===== src/rtl/ccu_pkg.sv =====
// Shared CCU framing definitions: sync byte, packet type codes, header field
// widths and the return-path scheduler state encoding.
package ccu_pkg;

  localparam int ID_W  = 16;
  localparam int LEN_W = 13;

  localparam logic [7:0] CCU_SYNC_BYTE = 8'h5A;

  localparam logic [7:0] PACKAGE_TYPE_ADC_DATA   = 8'h12;
  localparam logic [7:0] PACKAGE_TYPE_DAC_RB     = 8'h22;
  localparam logic [7:0] PACKAGE_TYPE_SYS_STATUS = 8'h31;

  // One state per framed header byte, then payload and a one-cycle wrap-up.
  typedef enum logic [3:0] {
    ST_IDLE    = 4'd0,
    ST_SYNC    = 4'd1,
    ST_ID_LB   = 4'd2,
    ST_ID_HB   = 4'd3,
    ST_LEN_LB  = 4'd4,
    ST_LEN_HB  = 4'd5,
    ST_TYPE    = 4'd6,
    ST_PAYLOAD = 4'd7,
    ST_DONE    = 4'd8
  } tx_state_e;

  // Upper length byte on the wire: the 5 high length bits, zero padded.
  function automatic logic [7:0] len_hi_byte(input logic [LEN_W-1:0] len);
    return {3'b000, len[12:8]};
  endfunction

endpackage


===== src/rtl/ccu_pack_arbiter_rr.sv =====
// Round-robin request picker. Purely combinational: returns the first
// requester at or after ptr, wrapping modulo N. The pointer register is
// owned by the instantiating block.
module rr_arbiter #(
  parameter int N     = 3,
  parameter int IDX_W = (N > 1) ? $clog2(N) : 1
) (
  input  logic [N-1:0]     req,
  input  logic [IDX_W-1:0] ptr,
  input  logic             en,
  output logic [N-1:0]     grant,
  output logic [IDX_W-1:0] grant_idx
);

  logic [IDX_W:0]   w_sum;
  logic [IDX_W-1:0] w_pos;
  logic             w_found;

  // Scan the requesters in rotated order and keep the first hit.
  always_comb begin
    grant     = '0;
    grant_idx = '0;
    w_found   = 1'b0;
    w_sum     = '0;
    w_pos     = '0;
    if (en) begin
      for (int k = 0; k < N; k++) begin
        w_sum = {1'b0, ptr} + (IDX_W+1)'(k);
        if (w_sum >= (IDX_W+1)'(N)) begin
          w_sum = w_sum - (IDX_W+1)'(N);
        end
        w_pos = w_sum[IDX_W-1:0];
        if (!w_found && req[w_pos]) begin
          w_found      = 1'b1;
          grant[w_pos] = 1'b1;
          grant_idx    = w_pos;
        end
      end
    end
  end

endmodule


===== src/rtl/ccu_pack_arbiter.sv =====
// Return-path scheduler: shares the SPI TX byte channel between N_SRC response
// sources in round-robin order and frames each granted response as
// 5A, id lo, id hi, len lo, len hi, type, payload.
//
// Handshakes: a byte moves to the SPI TX only in a cycle with txd_ready=1, and
// txd_load/txd_in are then asserted in that same cycle. A payload byte moves
// from source g only when txd_ready && src_dv[g]; src_rd[g] marks that cycle.
// src_req is a level; once granted, the latched header is used and later
// changes on src_req/src_id/src_len/src_type are ignored until DONE.
module ccu_pack_arbiter
  import ccu_pkg::*;
#(
  parameter int N_SRC   = 3,
  parameter int TIMEOUT = 1023
) (
  input  logic                   clk,
  input  logic                   rstn,
  input  logic [N_SRC-1:0]       src_req,
  input  logic [16*N_SRC-1:0]    src_id,
  input  logic [13*N_SRC-1:0]    src_len,
  input  logic [8*N_SRC-1:0]     src_type,
  input  logic [8*N_SRC-1:0]     src_data,
  input  logic [N_SRC-1:0]       src_dv,
  output logic [N_SRC-1:0]       src_grant,
  output logic [N_SRC-1:0]       src_rd,
  output logic [N_SRC-1:0]       src_done,
  output logic [7:0]             txd_in,
  output logic                   txd_load,
  input  logic                   txd_ready,
  output logic                   busy,
  output logic                   err_timeout,
  output logic [3:0]             dbg_state
);

  localparam int IDX_W = (N_SRC > 1) ? $clog2(N_SRC) : 1;
  // Stall count value at which the next idle cycle completes TIMEOUT stalls.
  localparam logic [LEN_W-1:0] STALL_LAST = LEN_W'(TIMEOUT - 1);

  tx_state_e          r_state;
  tx_state_e          w_next;
  logic [N_SRC-1:0]   r_grant;
  logic [IDX_W-1:0]   r_gidx;
  logic [IDX_W-1:0]   r_ptr;
  logic [ID_W-1:0]    r_id;
  logic [LEN_W-1:0]   r_len;
  logic [7:0]         r_type;
  logic [LEN_W-1:0]   r_byte_ct;
  logic [LEN_W-1:0]   r_stall;
  logic               r_pad;
  logic               r_err;

  logic [N_SRC-1:0]   w_arb_grant;
  logic [IDX_W-1:0]   w_arb_idx;
  logic               w_arb_en;
  logic               w_start;
  logic [ID_W-1:0]    w_sel_id;
  logic [LEN_W-1:0]   w_sel_len;
  logic [7:0]         w_sel_type;
  logic [7:0]         w_cur_data;
  logic               w_cur_dv;
  logic [7:0]         w_hdr;
  logic               w_last;
  logic               w_load;
  logic [7:0]         w_txd;
  logic               w_rd_en;
  logic               w_done_en;
  logic               w_byte_inc;

  assign w_arb_en = (r_state == ST_IDLE);
  assign w_start  = w_arb_en && (|src_req);
  assign w_last   = (r_byte_ct == (r_len - LEN_W'(1)));

  rr_arbiter #(
    .N     (N_SRC),
    .IDX_W (IDX_W)
  ) u_rr (
    .req       (src_req),
    .ptr       (r_ptr),
    .en        (w_arb_en),
    .grant     (w_arb_grant),
    .grant_idx (w_arb_idx)
  );

  // Select the header fields of the source being granted this cycle.
  always_comb begin
    w_sel_id   = '0;
    w_sel_len  = '0;
    w_sel_type = '0;
    for (int i = 0; i < N_SRC; i++) begin
      if (w_arb_grant[i]) begin
        w_sel_id   = src_id[ID_W*i +: ID_W];
        w_sel_len  = src_len[LEN_W*i +: LEN_W];
        w_sel_type = src_type[8*i +: 8];
      end
    end
  end

  // Route the granted source's payload byte and valid flag.
  always_comb begin
    w_cur_data = '0;
    w_cur_dv   = 1'b0;
    for (int i = 0; i < N_SRC; i++) begin
      if (r_gidx == IDX_W'(i)) begin
        w_cur_data = src_data[8*i +: 8];
        w_cur_dv   = src_dv[i];
      end
    end
  end

  // Header byte for the current framing state.
  always_comb begin
    case (r_state)
      ST_SYNC:   w_hdr = CCU_SYNC_BYTE;
      ST_ID_LB:  w_hdr = r_id[7:0];
      ST_ID_HB:  w_hdr = r_id[15:8];
      ST_LEN_LB: w_hdr = r_len[7:0];
      ST_LEN_HB: w_hdr = len_hi_byte(r_len);
      ST_TYPE:   w_hdr = r_type;
      default:   w_hdr = 8'h00;
    endcase
  end

  // FSM state register.
  always_ff @(posedge clk) begin
    if (!rstn) begin
      r_state <= ST_IDLE;
    end else begin
      r_state <= w_next;
    end
  end

  // Next state and per-cycle strobes; nothing leaves unless txd_ready is high.
  always_comb begin
    w_next     = r_state;
    w_load     = 1'b0;
    w_txd      = 8'h00;
    w_rd_en    = 1'b0;
    w_done_en  = 1'b0;
    w_byte_inc = 1'b0;
    case (r_state)
      ST_IDLE: begin
        if (|src_req) w_next = ST_SYNC;
      end
      ST_SYNC: begin
        if (txd_ready) begin
          w_load = 1'b1;
          w_txd  = w_hdr;
          w_next = ST_ID_LB;
        end
      end
      ST_ID_LB: begin
        if (txd_ready) begin
          w_load = 1'b1;
          w_txd  = w_hdr;
          w_next = ST_ID_HB;
        end
      end
      ST_ID_HB: begin
        if (txd_ready) begin
          w_load = 1'b1;
          w_txd  = w_hdr;
          w_next = ST_LEN_LB;
        end
      end
      ST_LEN_LB: begin
        if (txd_ready) begin
          w_load = 1'b1;
          w_txd  = w_hdr;
          w_next = ST_LEN_HB;
        end
      end
      ST_LEN_HB: begin
        if (txd_ready) begin
          w_load = 1'b1;
          w_txd  = w_hdr;
          w_next = ST_TYPE;
        end
      end
      ST_TYPE: begin
        if (txd_ready) begin
          w_load = 1'b1;
          w_txd  = w_hdr;
          if (r_len == '0) begin
            // Empty packet: the type byte is the last byte.
            w_done_en = 1'b1;
            w_next    = ST_DONE;
          end else begin
            w_next = ST_PAYLOAD;
          end
        end
      end
      ST_PAYLOAD: begin
        if (r_pad) begin
          // Source gave up: fill the remaining length with zeros.
          if (txd_ready) begin
            w_load     = 1'b1;
            w_txd      = 8'h00;
            w_byte_inc = 1'b1;
            if (w_last) begin
              w_done_en = 1'b1;
              w_next    = ST_DONE;
            end
          end
        end else if (txd_ready && w_cur_dv) begin
          w_load     = 1'b1;
          w_txd      = w_cur_data;
          w_rd_en    = 1'b1;
          w_byte_inc = 1'b1;
          if (w_last) begin
            w_done_en = 1'b1;
            w_next    = ST_DONE;
          end
        end
      end
      ST_DONE: begin
        w_next = ST_IDLE;
      end
      default: begin
        w_next = ST_IDLE;
      end
    endcase
  end

  // Grant, latched header and round-robin pointer.
  always_ff @(posedge clk) begin
    if (!rstn) begin
      r_grant <= '0;
      r_gidx  <= '0;
      r_ptr   <= '0;
      r_id    <= '0;
      r_len   <= '0;
      r_type  <= '0;
    end else if (w_start) begin
      r_grant <= w_arb_grant;
      r_gidx  <= w_arb_idx;
      r_id    <= w_sel_id;
      r_len   <= w_sel_len;
      r_type  <= w_sel_type;
    end else if (r_state == ST_DONE) begin
      r_grant <= '0;
      r_ptr   <= (r_gidx == IDX_W'(N_SRC - 1)) ? '0 : r_gidx + IDX_W'(1);
    end
  end

  // Payload byte counter, stall counter, pad mode and sticky timeout flag.
  always_ff @(posedge clk) begin
    if (!rstn) begin
      r_byte_ct <= '0;
      r_stall   <= '0;
      r_pad     <= 1'b0;
      r_err     <= 1'b0;
    end else if (w_start) begin
      r_byte_ct <= '0;
      r_stall   <= '0;
      r_pad     <= 1'b0;
    end else if (w_byte_inc) begin
      r_byte_ct <= r_byte_ct + LEN_W'(1);
      r_stall   <= '0;
    end else if ((r_state == ST_PAYLOAD) && !r_pad && !w_cur_dv) begin
      r_stall <= r_stall + LEN_W'(1);
      if (r_stall == STALL_LAST) begin
        r_pad <= 1'b1;
        r_err <= 1'b1;
      end
    end
  end

  assign src_grant   = r_grant;
  assign src_rd      = w_rd_en   ? r_grant : '0;
  assign src_done    = w_done_en ? r_grant : '0;
  assign txd_load    = w_load;
  assign txd_in      = w_txd;
  assign busy        = |r_grant;
  assign err_timeout = r_err;
  assign dbg_state   = r_state;

endmodule


===== config.mk =====
export PLATFORM = sky130hd
export DESIGN_NAME = ccu_pack_arbiter
export DESIGN_NICKNAME = d
export VERILOG_FILES = /design/src/rtl/ccu_pkg.sv /design/src/rtl/ccu_pack_arbiter_rr.sv /design/src/rtl/ccu_pack_arbiter.sv
export SDC_FILE = /design/constraint.sdc
export NUM_CORES = 1
export LEC_CHECK = 0
export ABC_AREA = 1
export CORE_UTILIZATION = 40
export CTS_CLUSTER_SIZE = 16
export DETAILED_ROUTE_END_ITERATION = 6
export GPL_ROUTABILITY_DRIVEN = 0
export HOLD_SLACK_MARGIN = 0.05
export PLACE_DENSITY = 0.8
export SYNTH_ARGS = -nofsm -noshare
export SYNTH_HDL_FRONTEND = slang
export SYNTH_HIERARCHICAL = 1
export SYNTH_SLANG_ARGS = --single-unit

===== constraint.sdc =====
create_clock -name clk -period 3.6 [get_ports clk]
set_input_delay 0.36 -clock clk [delete_from_list [all_inputs] [get_ports clk]]
set_output_delay 0.36 -clock clk [all_outputs]
set_load 0.05 [all_outputs]

Yosys cells after proc, flatten, opt, wreduce, memory -nomap -nowiden. Index checks and enable logic that the tools add are counted.

Bits of input ports: 144. Register bits after elaboration: 76. Bits in latches: 0. Memory bits (read-only): 0. Memories: 0. Bits in writable memories: 0.

Divide/modulo/power cells: 0. Shift-type cells: 0. $lt $le $gt $ge: 9. Eq/ne operators: 21. Reductions and logical operators: 26. Add/subtract/negate cells: 9. $mul: 0. Bitwise gates (word level): 5. Muxes and demuxes: 84.

Operators with widths (count): $mux 8 (9); $mux 16 (3); $mux 4 (12); $pmux 8 s5 (1); $mux 13 (3); $pmux 4 s8 (1); $mux 3 (10); $add 13x1->13 const B (2); $mux 1 (25); $mux 2 (11); $eq 4x3->1 const B (4); $pmux 8 s2 (1); $eq 13x10->1 const B (1); $eq 13x13->1 (1); $logic_not 13->1 (1); $sub 13x1->13 const B (1); $ne 2x2->1 const B (6); $logic_and 1x1->1 (9); $lt 2x3->1 const B (3); $reduce_and 9->1 (1); $reduce_or 3->1 (3); $eq 4x2->1 const B (2); $bmux 1 s2 (3); $demux 1 s2 (3); 25 further kinds (38).

Longest topological paths before layout.
Depth in word-level cells: 18. Depth in mapped cells: 16.

Modules after synthesis. Netlist, hierarchy kept.

By module, submodules not included: ccu_pack_arbiter (cells each 680, area each 4857.2 um^2, times used 1); rr_arbiter (cells each 61, area each 306.5 um^2, times used 1).

Worst setup path before layout. No wires, ideal clock.

Kind: register to output. From: reg r_state[1], in the netlist dbg_state[1]. To: out txd_in[0]. Buffers on the path: 0. Stages on the path, launching flop included: 9. Setup slack: 915 ps. Data required time: 3240 ps. Arrival time: 2325 ps. Cell sequence: dfxtp_1 > inv_1 > nor2_1 > inv_1 > nor2_1 > inv_1 > o22ai_1 > a211oi_1 > o22ai_1.

Cells in the longest elaborated chain, start to end: 4. Elaborated cells between the ends (all ways): 11.

RTL lines: from (decl) (RTL line ccu_pack_arbiter.sv:39) `tx_state_e r_state;`; from (signal assigned) (RTL line ccu_pack_arbiter.sv:128) `r_state <= w_next;`; $eq 4x3->1 / $eq 4x2->1 (equally long branches) (RTL line ccu_pack_arbiter.sv:112, ccu_pack_arbiter.sv:140); $pmux 8 s5 (RTL line ccu_pack_arbiter.sv:112) `case (r_state)`; $mux 8; $pmux 8 s2 * (RTL line ccu_pack_arbiter.sv:140) `case (r_state)`; to (decl) (RTL line ccu_pack_arbiter.sv:27) `output logic [7:0] txd_in,`.

Every way passes the cells marked *; elsewhere a longest branch is shown, timed or not.

Worst setup path in the final report.
From: reg r_len[0]. To: out src_done[2].

Cells in the longest elaborated chain, start to end: 7. Elaborated cells between the ends (all ways): 11.

RTL lines: from (decl) (RTL line ccu_pack_arbiter.sv:45) `logic [LEN_W-1:0] r_len;`; from (signal assigned) (RTL line ccu_pack_arbiter.sv:237) `r_len <= w_sel_len;`; $sub 13x1->13 (RTL line ccu_pack_arbiter.sv:71) `assign w_last = (r_byte_ct == (r_len - LEN_W'(1)));`; $eq 13x13->1 (RTL line ccu_pack_arbiter.sv:71); $mux 1 (RTL line ccu_pack_arbiter.sv:199, ccu_pack_arbiter.sv:209); $mux 1 (on tied branches) (RTL line ccu_pack_arbiter.sv:204, ccu_pack_arbiter.sv:195); $mux 1 (RTL line ccu_pack_arbiter.sv:193) `if (r_pad) begin`; $pmux 1 s2 * (RTL line ccu_pack_arbiter.sv:140); $mux 3 * (RTL line ccu_pack_arbiter.sv:270) `assign src_done = w_done_en ? r_grant : '0;`; to (decl) (RTL line ccu_pack_arbiter.sv:26) `output logic [N_SRC-1:0] src_done,`.

Marks and branches as above.

==> results.md <==
* Fillers at 1175
* Min-delay src: err_timeout
* Number of global-route vias before repair at 5383
* Startpoint of the worst register-to-register path: r_ptr[0]
* Skew final at 0.00509 ns
* Top post-synthesis cells by area: dfxtp_1 29%, nand2_1 8.8%, a221oi_1 8.0%
* Reg2Reg Setup Slack at 0.70 ns
* Clock Pin Slew Worst Setup and Hold Paths at 0.06 ns
* Post-synth top area share at 0.295
* Core Region at 12600 um2
* Port buffer count at 167
* Slowest-stage cell, CP: clkdlybuf4s50_1
* Sequential share of the synthesized area at 0.295
* Later-pin clock latency in the skew report at 0.34 ns
* Post-synth EDFFs at 0
* Hold Vio Cnt, Final at 0
* R2r worst-path depth at 14
* Final min period at 3.28 ns
* Layout cells sized above 1 at 0.0930
* Slew @ Worst Pin at 0.855 ns
* Number of antenna violations at the first check in global routing at 0
* Post-Syn Area at 5160 um2
* Final WL at 16600 um
* CP startpoint kind: flip-flop
* Slew margin rel. at 0.429
* H-tree depth at 3
* Pre-Repair DR Iteration Count at 5
* Final Util at 0.583
* Status: finished clean
* Worst-case clock buffer depth at 2
* Root buf cell: clkbuf_16
* Max Cap Viol at 0
* Setup crit end kind: primary output
* Synth-to-Final Area Change at 42.6%
* Detail Route Antenna Nets at 0
* Crit path cell chain: inv_2, ha_1, nand2_2, nor2_2, nand2_1, nand2_1, nand2_1, nor2_1, nand2_1, nor2_2, nand3_1, nand2_1, inv_1, nor2_1, clkdlybuf4s50_1
* DP Area at 6990 um2
* Synth async-reset ratio at 0
* WS Path Type: flip-flop to primary output
* Met2 Use GR at 0.416
* Ys Warns at 6
* R2R Path End: r_id[11]
* Fmax at 305 MHz
* Die Ht at 116 um
* Final instance area at 7360 um2
* # hold bufs at CTS at 0
* CP required at 3.24 ns
* DRC viols at 0
* Worst setup margin at 0.317 ns
* Seq. cell area at 1520 um2
* Largest net degree at the start of global routing at 43
* Layout Nets at 1051
* IO Count at 168
* Routed vias at 5790
* CP Data Arrival Time at 2.92 ns
* CP max stage delay at 0.82 ns
* DIE AREA at 13400 um2
* LEAKAGE at 2.81 nW
* Critical Path Fanout Max at 7
* Setup_tns at 0 ns
* Top FF cell, synth: dfxtp_1
* Vias per cell at 5.39
* Sink Count at 76
* Post-CTS Setup Bufs at 0
* Slew Viols, Final at 0
* Grt met1 use at 0.328
* Post-CTS sizing at 0
* Hold path depth at 2
* RSZ-0062 raised after global routing: false
* Initial cell density of the core at 0.409
* First-pass GRT wire length at 26000 um
* Top cell by count, worst path: nand2_1
* N_diodes at 0
* Synthesized area per cell at 6.97 um2
* Net count after synthesis at 894
* #FFs+latches synth at 76
* HP Class: flip-flop to flip-flop
* Most frequent cell after synthesis: nand2_1
* WL per Instance at 15.5 um
* Tot GR Track Use at 0.249
* Area leader, netlist: dfxtp_1
* IR drop worst, VDD at 0.590 mV
* GRT overflow at 0
* Dpl ws at 0.561 ns
* Power Density at 797 nW/um2
* Synth Instances at 741
* Fin crit share at 0.912
* Cts bufs inserted at 9
* Count of cell types in the netlist at 45
* Commonest cells in the netlist: 121 x nand2_1, 105 x nor2_1, 99 x inv_1
* DIE WIDTH at 116 um
* GR peak layer: met2
* Met3 Resource Use GR at 0.0539
* Setup-failing EPs final at 0
* TritonCTS clock tree: yes
* Hpwl dp at 12600 um
* Multi-input gate area at 3090 um2
* DRT iter0 DRCs at 396
* WHS Endpoint: err_timeout
* Rows at 41
## where the power goes
| group | switching, W | internal [W] | total, W |
|---|---|---|---|
| combinational | 0.00228 | 0.00126 | 0.00353 |
| clock | 0.000349 | 0.000753 | 0.00110 |
| sequential | 0.000173 | 0.00106 | 0.00123 |
| total | 0.00280 | 0.00307 | 0.00587 |
## critical path: cells and delay by family, from the launching register on
kind | cells | cell delay (ns)
DFF | 1 | 0.31
and+or+nand+nor | 11 | 1.04
adders and majority gates | 1 | 0.22
buffers and inverters | 3 | 1.03
## cell families after synthesis
logic type,after synthesis,share of synthesized area
xor+xnor,17,0.0315
compound gates,170,0.249
buf+inv,143,0.110
fa+ha+maj,9,0.0218
simple gates,326,0.293
flops,76,0.295
## cells in the final DEF, fill, tap and decap left out, types with 17 or more instances in the layout
cell type        instances
nand2_1                121
nor3_1                  18
a21oi_1                 27
nor2_1                 103
o21ai_0                 20
clkdlybuf4s50_1        167
nand3_1                 38
inv_1                   99
inv_2                   17
o32ai_1                 24
a221oi_1                47
dfxtp_1                 76
o22ai_1                 19
## per-layer routing
metal  share of wire  up-vias
li1                -     2870
met1            0.45     2647
met2            0.45      249
met3           0.083       24
met4           0.017        0
met5               0        -
## how the worst max path moves through the flow
stage | startpoint | to | slack [ns] | cells past startpoint
5_1_grt | r_len[0] | src_done[2] | 0.08 | 16
2_1_floorplan | dbg_state[1] | txd_in[0] | 0.92 | 8
3_5_place_dp | src_dv[2] | src_done[2] | 0.56 | 12
3_3_place_gp | src_dv[2] | src_done[2] | 0.55 | 12
4_1_cts | r_len[0] | src_done[2] | 0.31 | 16
6_report | r_len[0] | src_done[2] | 0.32 | 15
## sequential cells by signal, indices dropped and copies added, names as in the netlist
register / count
r_id: 16
r_byte_ct: 13
r_len: 13
r_stall: 13
r_type: 8
dbg_state: 4
src_grant: 3
r_gidx: 2
r_ptr: 2
err_timeout: 1
r_pad: 1
## layout make-up
cell class,instances,share of cell area
clock buffers,13,0.0381
inverters,116,0.0591
flip-flops and latches,76,0.207
multi-input cells,522,0.420
well taps,172,0.0292
repair buffers,173,0.235
clock inverters,3,0.0122
## metrics by stage
step	hold slack (ns)	std cells	power, W
floorplan	0.429	741	0.00372
global placement	0.452	1059	0.00470
CTS	0.491	1075	0.00584
detailed placement	0.474	1059	0.00472
finish	0.488	1075	0.00587
global route	0.513	1075	0.00624
(Power assumes the default switching activity.)
